<file path="src/rtl/fpu_share_pkg.sv">
// Shared types and helpers for the FPU sharing arbiter.
// Structs carry the default-configuration widths; the top builds its own from its parameters.
package fpu_share_pkg;

  localparam int NARGS_DEF    = 3;
  localparam int WOP_DEF      = 6;
  localparam int NDSFLAGS_DEF = 15;
  localparam int NUSFLAGS_DEF = 5;

  typedef struct packed {
    logic [NARGS_DEF-1:0][31:0] operands;
    logic [WOP_DEF-1:0]         op;
    logic [NDSFLAGS_DEF-1:0]    flags;
  } apu_req_t;

  typedef struct packed {
    logic [31:0]             rdata;
    logic [NUSFLAGS_DEF-1:0] rflags;
  } apu_rsp_t;

  // Index width for n requesters, never narrower than one bit.
  function automatic int id_w(input int n);
    return (n > 1) ? $clog2(n) : 1;
  endfunction

endpackage

</file>
<file path="src/rtl/fpu_share_id_fifo.sv">
// In-order FIFO of issuing-core indices; a push into a full FIFO is legal only alongside a pop.
module fpu_share_id_fifo #(
  parameter int DEPTH = 4,
  parameter int WIDTH = 2
) (
  input  logic                       clk_i,
  input  logic                       rst_ni,
  input  logic                       i_push,
  input  logic [WIDTH-1:0]           i_data,
  input  logic                       i_pop,
  output logic [WIDTH-1:0]           o_data,
  output logic                       o_full,
  output logic                       o_empty,
  output logic [$clog2(DEPTH+1)-1:0] o_count
);

  localparam int PW = $clog2(DEPTH);
  localparam int CW = $clog2(DEPTH+1);

  logic [WIDTH-1:0] r_mem [DEPTH];
  logic [PW-1:0]    r_wr, r_rd;
  logic [CW-1:0]    r_cnt;

  always_ff @(posedge clk_i or negedge rst_ni) begin
    if (!rst_ni) begin
      r_wr  <= '0;
      r_rd  <= '0;
      r_cnt <= '0;
    end else begin
      if (i_push) r_wr <= (r_wr == PW'(DEPTH-1)) ? '0 : r_wr + 1'b1;
      if (i_pop)  r_rd <= (r_rd == PW'(DEPTH-1)) ? '0 : r_rd + 1'b1;
      case ({i_push, i_pop})
        2'b10:   r_cnt <= r_cnt + 1'b1;
        2'b01:   r_cnt <= r_cnt - 1'b1;
        default: r_cnt <= r_cnt;
      endcase
    end
  end

  always_ff @(posedge clk_i) begin
    if (i_push) r_mem[r_wr] <= i_data;
  end

  assign o_data  = r_mem[r_rd];
  assign o_full  = (r_cnt == CW'(DEPTH));
  assign o_empty = (r_cnt == '0);
  assign o_count = r_cnt;

endmodule

</file>
<file path="src/rtl/fpu_share_arbiter.sv">
// Round-robin share of one FPU among NB_CORES cores; the winner is locked until granted
// and responses are routed back in issue order through the ID FIFO.
module fpu_share_arbiter import fpu_share_pkg::*; #(
  parameter int NB_CORES        = 4,
  parameter int MAX_OUTSTANDING = 4,
  parameter int NARGS           = 3,
  parameter int WOP             = 6,
  parameter int NDSFLAGS        = 15,
  parameter int NUSFLAGS        = 5
) (
  input  logic                                clk_i,
  input  logic                                rst_ni,
  input  logic [NB_CORES-1:0]                 core_req_i,
  output logic [NB_CORES-1:0]                 core_gnt_o,
  input  logic [NB_CORES-1:0][NARGS-1:0][31:0] core_operands_i,
  input  logic [NB_CORES-1:0][WOP-1:0]        core_op_i,
  input  logic [NB_CORES-1:0][NDSFLAGS-1:0]   core_flags_i,
  output logic [NB_CORES-1:0]                 core_rvalid_o,
  output logic [31:0]                         core_rdata_o,
  output logic [NUSFLAGS-1:0]                 core_rflags_o,
  output logic                                apu_req_o,
  input  logic                                apu_gnt_i,
  output logic [NARGS-1:0][31:0]              apu_operands_o,
  output logic [WOP-1:0]                      apu_op_o,
  output logic [NDSFLAGS-1:0]                 apu_flags_o,
  input  logic                                apu_rvalid_i,
  input  logic [31:0]                         apu_rdata_i,
  input  logic [NUSFLAGS-1:0]                 apu_rflags_i,
  output logic                                busy_o,
  output logic                                err_o
);

  localparam int IW = id_w(NB_CORES);
  localparam int CW = $clog2(MAX_OUTSTANDING+1);

  typedef struct packed {
    logic [NARGS-1:0][31:0] operands;
    logic [WOP-1:0]         op;
    logic [NDSFLAGS-1:0]    flags;
  } req_t;

  logic [IW-1:0] r_rr, r_lock_id, w_win, w_head;
  logic          r_lock_vld, r_err;
  logic          w_full, w_empty, w_pop, w_req, w_fire, w_drop;
  logic [CW-1:0] w_cnt;
  req_t          w_payload;

  // Round-robin search from r_rr; an active lock overrides the search result.
  always_comb begin
    int  idx;
    logic found;
    found = 1'b0;
    w_win = '0;
    for (int i = 0; i < NB_CORES; i++) begin
      idx = int'(r_rr) + i;
      if (idx >= NB_CORES) idx = idx - NB_CORES;
      if (!found && core_req_i[idx]) begin
        found = 1'b1;
        w_win = IW'(idx);
      end
    end
    if (r_lock_vld) w_win = r_lock_id;
  end

  // A locked core withdrawing its request drops the issue for one cycle.
  assign w_drop    = r_lock_vld && !core_req_i[r_lock_id];
  assign w_pop     = apu_rvalid_i && !w_empty;
  assign w_req     = (|core_req_i) && !w_drop && (!w_full || w_pop);
  assign w_fire    = w_req && apu_gnt_i;
  assign apu_req_o = w_req;

  always_comb begin
    w_payload = '0;
    if (w_req) w_payload = '{operands: core_operands_i[w_win],
                             op:       core_op_i[w_win],
                             flags:    core_flags_i[w_win]};
  end

  assign apu_operands_o = w_payload.operands;
  assign apu_op_o       = w_payload.op;
  assign apu_flags_o    = w_payload.flags;
  assign core_gnt_o     = w_fire ? (NB_CORES'(1) << w_win) : '0;
  assign core_rvalid_o  = w_pop  ? (NB_CORES'(1) << w_head) : '0;
  assign core_rdata_o   = apu_rdata_i;
  assign core_rflags_o  = apu_rflags_i;
  assign busy_o         = (w_cnt != '0);
  assign err_o          = r_err;

  always_ff @(posedge clk_i or negedge rst_ni) begin
    if (!rst_ni) begin
      r_rr       <= '0;
      r_lock_vld <= 1'b0;
      r_lock_id  <= '0;
      r_err      <= 1'b0;
    end else begin
      r_err <= apu_rvalid_i && w_empty;
      if (w_fire) begin
        r_rr       <= (int'(w_win) == NB_CORES-1) ? '0 : w_win + 1'b1;
        r_lock_vld <= 1'b0;
      end else if (w_req) begin
        r_lock_vld <= 1'b1;
        r_lock_id  <= w_win;
      end else if (w_drop) begin
        r_lock_vld <= 1'b0;
      end
    end
  end

  fpu_share_id_fifo #(
    .DEPTH (MAX_OUTSTANDING),
    .WIDTH (IW)
  ) u_id_fifo (
    .clk_i   (clk_i),
    .rst_ni  (rst_ni),
    .i_push  (w_fire),
    .i_data  (w_win),
    .i_pop   (w_pop),
    .o_data  (w_head),
    .o_full  (w_full),
    .o_empty (w_empty),
    .o_count (w_cnt)
  );

endmodule
</file>
<file path="config.mk">
export PLATFORM = sky130hd
export DESIGN_NAME = fpu_share_arbiter
export DESIGN_NICKNAME = d
export VERILOG_FILES = /design/src/rtl/fpu_share_pkg.sv /design/src/rtl/fpu_share_id_fifo.sv /design/src/rtl/fpu_share_arbiter.sv
export SDC_FILE = /design/constraint.sdc
export NUM_CORES = 1
export LEC_CHECK = 0
export ABC_AREA = 1
export ABC_CLOCK_PERIOD_IN_PS = 6300
export CELL_PAD_IN_SITES_DETAIL_PLACEMENT = 1
export CELL_PAD_IN_SITES_GLOBAL_PLACEMENT = 2
export CORE_AREA = 5 5 264 266
export DETAILED_ROUTE_END_ITERATION = 8
export DIE_AREA = 0 0 269 271
export DONT_BUFFER_PORTS = 1
export GPL_TIMING_DRIVEN = 0
export PLACE_DENSITY_LB_ADDON = 0.1
export SKIP_LAST_GASP = 1
export SLEW_MARGIN = 10
export SYNTH_ARGS = -nofsm -noshare
export SYNTH_HDL_FRONTEND = slang
export SYNTH_SLANG_ARGS = --single-unit
</file>
<file path="constraint.sdc">
create_clock -name clk_i -period 6.3 [get_ports clk_i]
set_input_delay 1.26 -clock clk_i [delete_from_list [all_inputs] [get_ports clk_i]]
set_output_delay 1.26 -clock clk_i [all_outputs]
set_load 0.02 [all_outputs]
</file>
# Word-level counts from Yosys, hierarchy flattened
# Memories as Yosys holds them, arrays and structs flattened.
# Index checks and enable logic that the tools add are counted.
[word_totals] register_bits=13 ram_bits=8 output_inout_bits=165 memories=1
[mem_list] name="u_id_fifo.r_mem" words=4 word_bits=2 read_ports=1 rd_ports_with_merged_regs=0 write_ports=1 line_no="fpu_share_id_fifo.sv:20" source="logic [WIDTH-1:0] r_mem [DEPTH];"
[classes] addsub=12 order_cmp=10 n_eq_ne=6 shifts=2 mux=44 n_bitwise=1 reduce_logical=23
[ops] cell="binary-select mux 96 bit (select 2 bit)" count=1
[ops] cell="less-than comparator 32 x 4 -> 1 bit (second input constant)" count=4
[ops] cell="2-to-1 mux 32 bit" count=4
[ops] cell="2-to-1 mux 117 bit" count=1
[ops] cell="2-to-1 mux 96 bit" count=1
[ops] cell="binary-select mux 15 bit (select 2 bit)" count=1
[ops] cell="2-to-1 mux 1 bit" count=17
[ops] cell="2-to-1 mux 2 bit" count=8
[ops] cell="2-to-1 mux 15 bit" count=1
[ops] cell="binary-select mux 6 bit (select 2 bit)" count=1
[ops] cell="subtractor 3 x 3 -> 4 bit (second input constant)" count=3
[ops] cell="binary-select mux 1 bit (select 2 bit)" count=5
[ops] cell="greater-or-equal comparator 3 bit (second input constant)" count=3
[ops] cell="logical AND 1 bit" count=9
[ops] cell="2-to-1 mux 4 bit" count=2
[ops] cell="<< shifter 1 x 2 -> 4 bit (first input constant)" count=2
[ops] cell="zero test 1 bit" count=7
[ops] cell="adder 2 x 1 -> 2 bit (second input constant)" count=3
[ops] cell="adder 2 x 2 -> 3 bit (second input constant)" count=2
[ops] cell="== test 2 bit (second input constant)" count=3
[ops] cell="less-than comparator 2 x 3 -> 1 bit (second input constant)" count=2
[ops] cell="2-to-1 mux 6 bit" count=1
[ops] cell="case mux 3 bit (2 select lines)" count=1
[ops] cell="nonzero test 3 bit" count=2
[ops] cell="other kinds (13)" count=14

# Logic depth before layout (Yosys ltp)
[depth] word_depth=19 mapped_depth=19 mapped_depth_nobuf=15

# By module
# From an unflattened synthesis, not the netlist that was laid out.
[unflattened] hier_cells=1511 area_unflattened_um2=6970.4
[modules_own_cells] mod="fpu_share_arbiter" n_inst=1 cells_per_inst=1435 area_per_inst_um2=6200.9 seq_area_each_um2=150.1
[modules_own_cells] mod="fpu_share_id_fifo" n_inst=1 cells_per_inst=76 area_per_inst_um2=769.5 seq_area_each_um2=415.4

# Worst setup path after synthesis
# No wires, ideal clock.
[synth_timing] path_kind="input to output" startpoint="in core_req_i[3]" endpoint="out core_gnt_o[1]" arrival_time_ps=2897 slack_ps=2143 stages=14 path_buffers=3 cell_sequence="inv_1 nand2_1 and2_1 nor2_2 nand4_1 nand3_1 buf_6 nand2_4 buf_6 buf_2 inv_1 ha_1 inv_1 nor2_1"
[synth_via] elab_chain_len=16 elab_cells_between_ends=37 classes_between="shift: 1; mux: 23; reduce/logical: 13"
[synth_rtl] element="start, declared" line_no="fpu_share_arbiter.sv:13" source="input logic [NB_CORES-1:0] core_req_i,"
[synth_rtl] element="binary-select mux 1 bit (select 2 bit)" line_no="fpu_share_arbiter.sv:57" source="if (!found && core_req_i[idx]) begin"
[synth_rtl] element="2-to-1 mux 1 bit (implied by the code) (2 in series)" line_no="fpu_share_arbiter.sv:57"
[synth_rtl] element="2-to-1 mux 1 bit" line_no="fpu_share_arbiter.sv:57"
[synth_rtl] element="zero test 1 bit" line_no="fpu_share_arbiter.sv:57"
[synth_rtl] element="logical AND 1 bit" line_no="fpu_share_arbiter.sv:57"
[synth_rtl] element="2-to-1 mux 1 bit" line_no="fpu_share_arbiter.sv:57"
[synth_rtl] element="zero test 1 bit" line_no="fpu_share_arbiter.sv:57"
[synth_rtl] element="logical AND 1 bit" line_no="fpu_share_arbiter.sv:57"
[synth_rtl] element="2-to-1 mux 1 bit" line_no="fpu_share_arbiter.sv:57"
[synth_rtl] element="zero test 1 bit" line_no="fpu_share_arbiter.sv:57"
[synth_rtl] element="logical AND 1 bit" line_no="fpu_share_arbiter.sv:57"
[synth_rtl] element="2-to-1 mux 2 bit" line_no="fpu_share_arbiter.sv:57"
[synth_rtl] element="2-to-1 mux 2 bit" line_no="fpu_share_arbiter.sv:62" source="if (r_lock_vld) w_win = r_lock_id;"
[synth_rtl] element="<< shifter 1 x 2 -> 4 bit" line_no="fpu_share_arbiter.sv:82" source="assign core_gnt_o = w_fire ? (NB_CORES'(1) << w_win) : '0;"
[synth_rtl] element="2-to-1 mux 4 bit (*)" line_no="fpu_share_arbiter.sv:82"
[synth_rtl] element="end, declared" line_no="fpu_share_arbiter.sv:14" source="output logic [NB_CORES-1:0] core_gnt_o,"
# Every way passes the cells marked *; elsewhere a longest branch is shown, timed or not. The select of a mux whose other input is x is not followed.

==> results.yml <==
sta:
  skew_ns: 0.0107
  setup_viol: 0
  slew_violations: 0
  max-slew-margin-rel_pct: 21.2
  max_freq_mhz: 185
  worst_pin_slew_ns: 1.18
  finalHoldViolCount: 0
  layout_min_cycle_time_ns: 5.41
  rsz0062_at_grt: "no"
  timing.final.crit_share_pct: 85.8
  setup-tns-final_ns: 0
clock_tree:
  cts_buffers: 3
  cts_buffer_depth: 2
  cts_setup_buffers: 0
  clk_pin_slew_ns: 0.05
  tritoncts: "built"
  root_buffer: "clkbuf_16"
  insertion_delay_ns: 0.26
  cts_resized: 0
  htreeDepth: 1
  cts_num_sinks: 21
  cts_hold_buffers: 0
global_routing:
  grt_pass1_wl_um: 80500
  antenna_found_initial: 21
  grt_start_max_net_pins: 15
  grt_pass1_vias: 10500
  grtUsageTotal_pct: 15.1
  overflow: 0
power_and_ir_drop:
  vdd_ir_drop_max_mv: 0.203
  p_leak_nw: 4.81
  p_per_area_mw_per_mm2: 915
  finalPower_w: 0.00813
routing:
  drt_iter0_drc: 387
  wire_per_inst_um: 24.7
  num_vias: 9681
  dr.pass1.iters: 5
  avgViaCountPerCell: 4.06
  drt_wl_total_um: 59000
  drcViolationCount: 0
  antenna_left: 0
synthesis:
  ys.flop_type: "dfrtp_1"
  ys_seq_area_share_pct: 7.36
  avgSynthCellArea_um2: 5.14
  syn-cell-area_mm2: 0.00769
  yosysWarningCount: 0
  synthTopCellsByArea: "nand3_1, inv_1, nand2_1, nand3b_1, a21oi_1"
  yosysTopAreaCell: "nand3_1"
  synth_top_area_share_pct: 23.6
  synth_most_common_cell: "inv_1"
  synth_nets: 2019
  ys_ff_latch: 21
  async_flop_share_pct: 61.9
  synth_edf_count: 8
  synth_common_cells: "inv_1, nand3_1, nand2_1"
  yosysUniqueCellTypes: 30
  synthCells: 1497
finish:
  fin_area_mm2: 0.00888
  nNetsFinal: 2024
  area_growth_pct: 15.6
  final_layout_size_suffix_gt1_share_pct: 7.26
  post-route-util_pct: 13.3
  final_cells: 2384
floorplan:
  io_pins: 678
  die-area_mm2: 0.0729
  die_w_um: 269
  core_mm2: 0.0668
  rows: 95
  die_h_um: 271
  start_util_pct: 11.5
worst_setup_path:
  setup.worst_path.class: "input pin to output pin"
  crit_path_max_fanout: 10
  worstPathRequired_ns: 5.04
  end_kind: "output pin"
  startpoint_type: "input pin"
  cp.arrival_ns: 4.15
placed_design:
  gp_congestion: 0.810
  port_buffers: 0
  placed_cell_area_mm2: 0.00878
  dpl.cell_count: 2370
  dp_hpwl_um: 49500
run:
  drv_cap: 0
run_status:
  status: "finished clean"
worst_hold_path:
  hp-class: "register to register"
cell usage in the layout (no fill, tap or decap):
cell / n
buf_6: 27
inv_4: 1
nand2_1: 285
xor2_1: 1
nor2_2: 1
buf_1: 5
ha_1: 8
a32oi_1: 1
nand3_1: 363
edfxtp_1: 8
nor2_1: 21
xnor2_1: 1
nand2_4: 1
clkbuf_16: 3
o21ai_2: 1
diode_2: 10
nand2_2: 1
o31ai_1: 1
inv_2: 2
nand4_1: 3
inv_1: 380
and2_1: 1
fa_1: 1
a21oi_1: 119
nand3b_1: 117
buf_2: 34
dfrtp_1: 13
or2_2: 1
o22ai_1: 1
o21ai_0: 12
buf_4: 37
clkbuf_1: 51
final cells by class:
| type | instances | area (um2) |
|---|---|---|
| sequential | 21 | 566 |
| clock buffer | 4 | 78.8 |
| buffer | 153 | 958 |
| multi-input combinational | 940 | 4720 |
| antenna | 10 | 25.0 |
| fill | 8440 | 57900 |
| tap | 873 | 1090 |
| inverter | 383 | 1440 |
kinds of logic (layout without fill, tap and decap cells):
| kind of cell | Yosys count | count (layout) | share of synthesized area (%) |
|---|---|---|---|
| and+or+nand+nor | 794 | 794 | 50.7 |
| DFF | 21 | 21 | 7.36 |
| other | 0 | 10 | 0 |
| xor gates and xnor gates | 2 | 2 | 0.228 |
| buffers and inverters | 536 | 540 | 31.2 |
| AOI/OAI and AO/OA | 135 | 135 | 8.94 |
| adders and majority gates | 9 | 9 | 1.56 |
metrics by stage:
stage	worst slack [ns]	hold slack (ns)
5_1_grt	0.598	0.521
3_3_place_gp	0.751	0.494
6_report	0.892	0.496
3_5_place_dp	0.751	0.496
4_1_cts	0.744	0.508
2_1_floorplan	2.14	0.468
final timing paths:
path / start / endpoint / slack, ns / cells after the start
max: core_req_i[3] / apu_operands_o[90] / 0.89 / 12
min: u_id_fifo.o_count[0] / u_id_fifo.o_count[0] / 0.50 / 1
max reg2reg: r_lock_id[0] / u_id_fifo.o_count[1] / 3.52 / 10
min reg2reg: u_id_fifo.o_count[0] / u_id_fifo.o_count[0] / 0.50 / 1
max in group asynchronous: rst_ni / u_id_fifo.o_count[0] / 5.53 / 0
min in group asynchronous: rst_ni / u_id_fifo.o_count[1] / 0.69 / 0
critical path, cell delays in order:
cell,delay (ns)
inv_1,0.05
o21ai_2,0.20
nand2_1,0.09
nand2_2,0.11
nor2_1,0.06
nor2_1,0.11
nand3_1,0.08
nand2_1,0.12
buf_2,0.43
clkbuf_1,0.59
nand3_1,0.36
a21oi_1,0.68
state kept, by name, indices dropped and copies added, names as in the netlist:
name and count:
r_lock_id 2, u_id_fifo.o_count 3, u_id_fifo.r_rd 2, u_id_fifo.r_mem 8, u_id_fifo.r_wr 2, r_rr 2, err_o 1, r_lock_vld 1
routing by layer:
| layer | GRT usage (%) | part of all wire, % |
|---|---|---|
| met1 | 18.0 | 40 |
| met3 | 3.61 | 6.4 |
| met5 | 0 | 0.081 |
| met4 | 2.02 | 1.3 |
| met2 | 27.8 | 52 |
where the power goes:
group	internal [W]	switching, W
Clock	0.0000863	0.0000514
Combinational	0.00183	0.00591
Sequential	0.000215	0.0000431
Total	0.00213	0.00600
No activity file was read; power rests on OpenSTA's default activity.
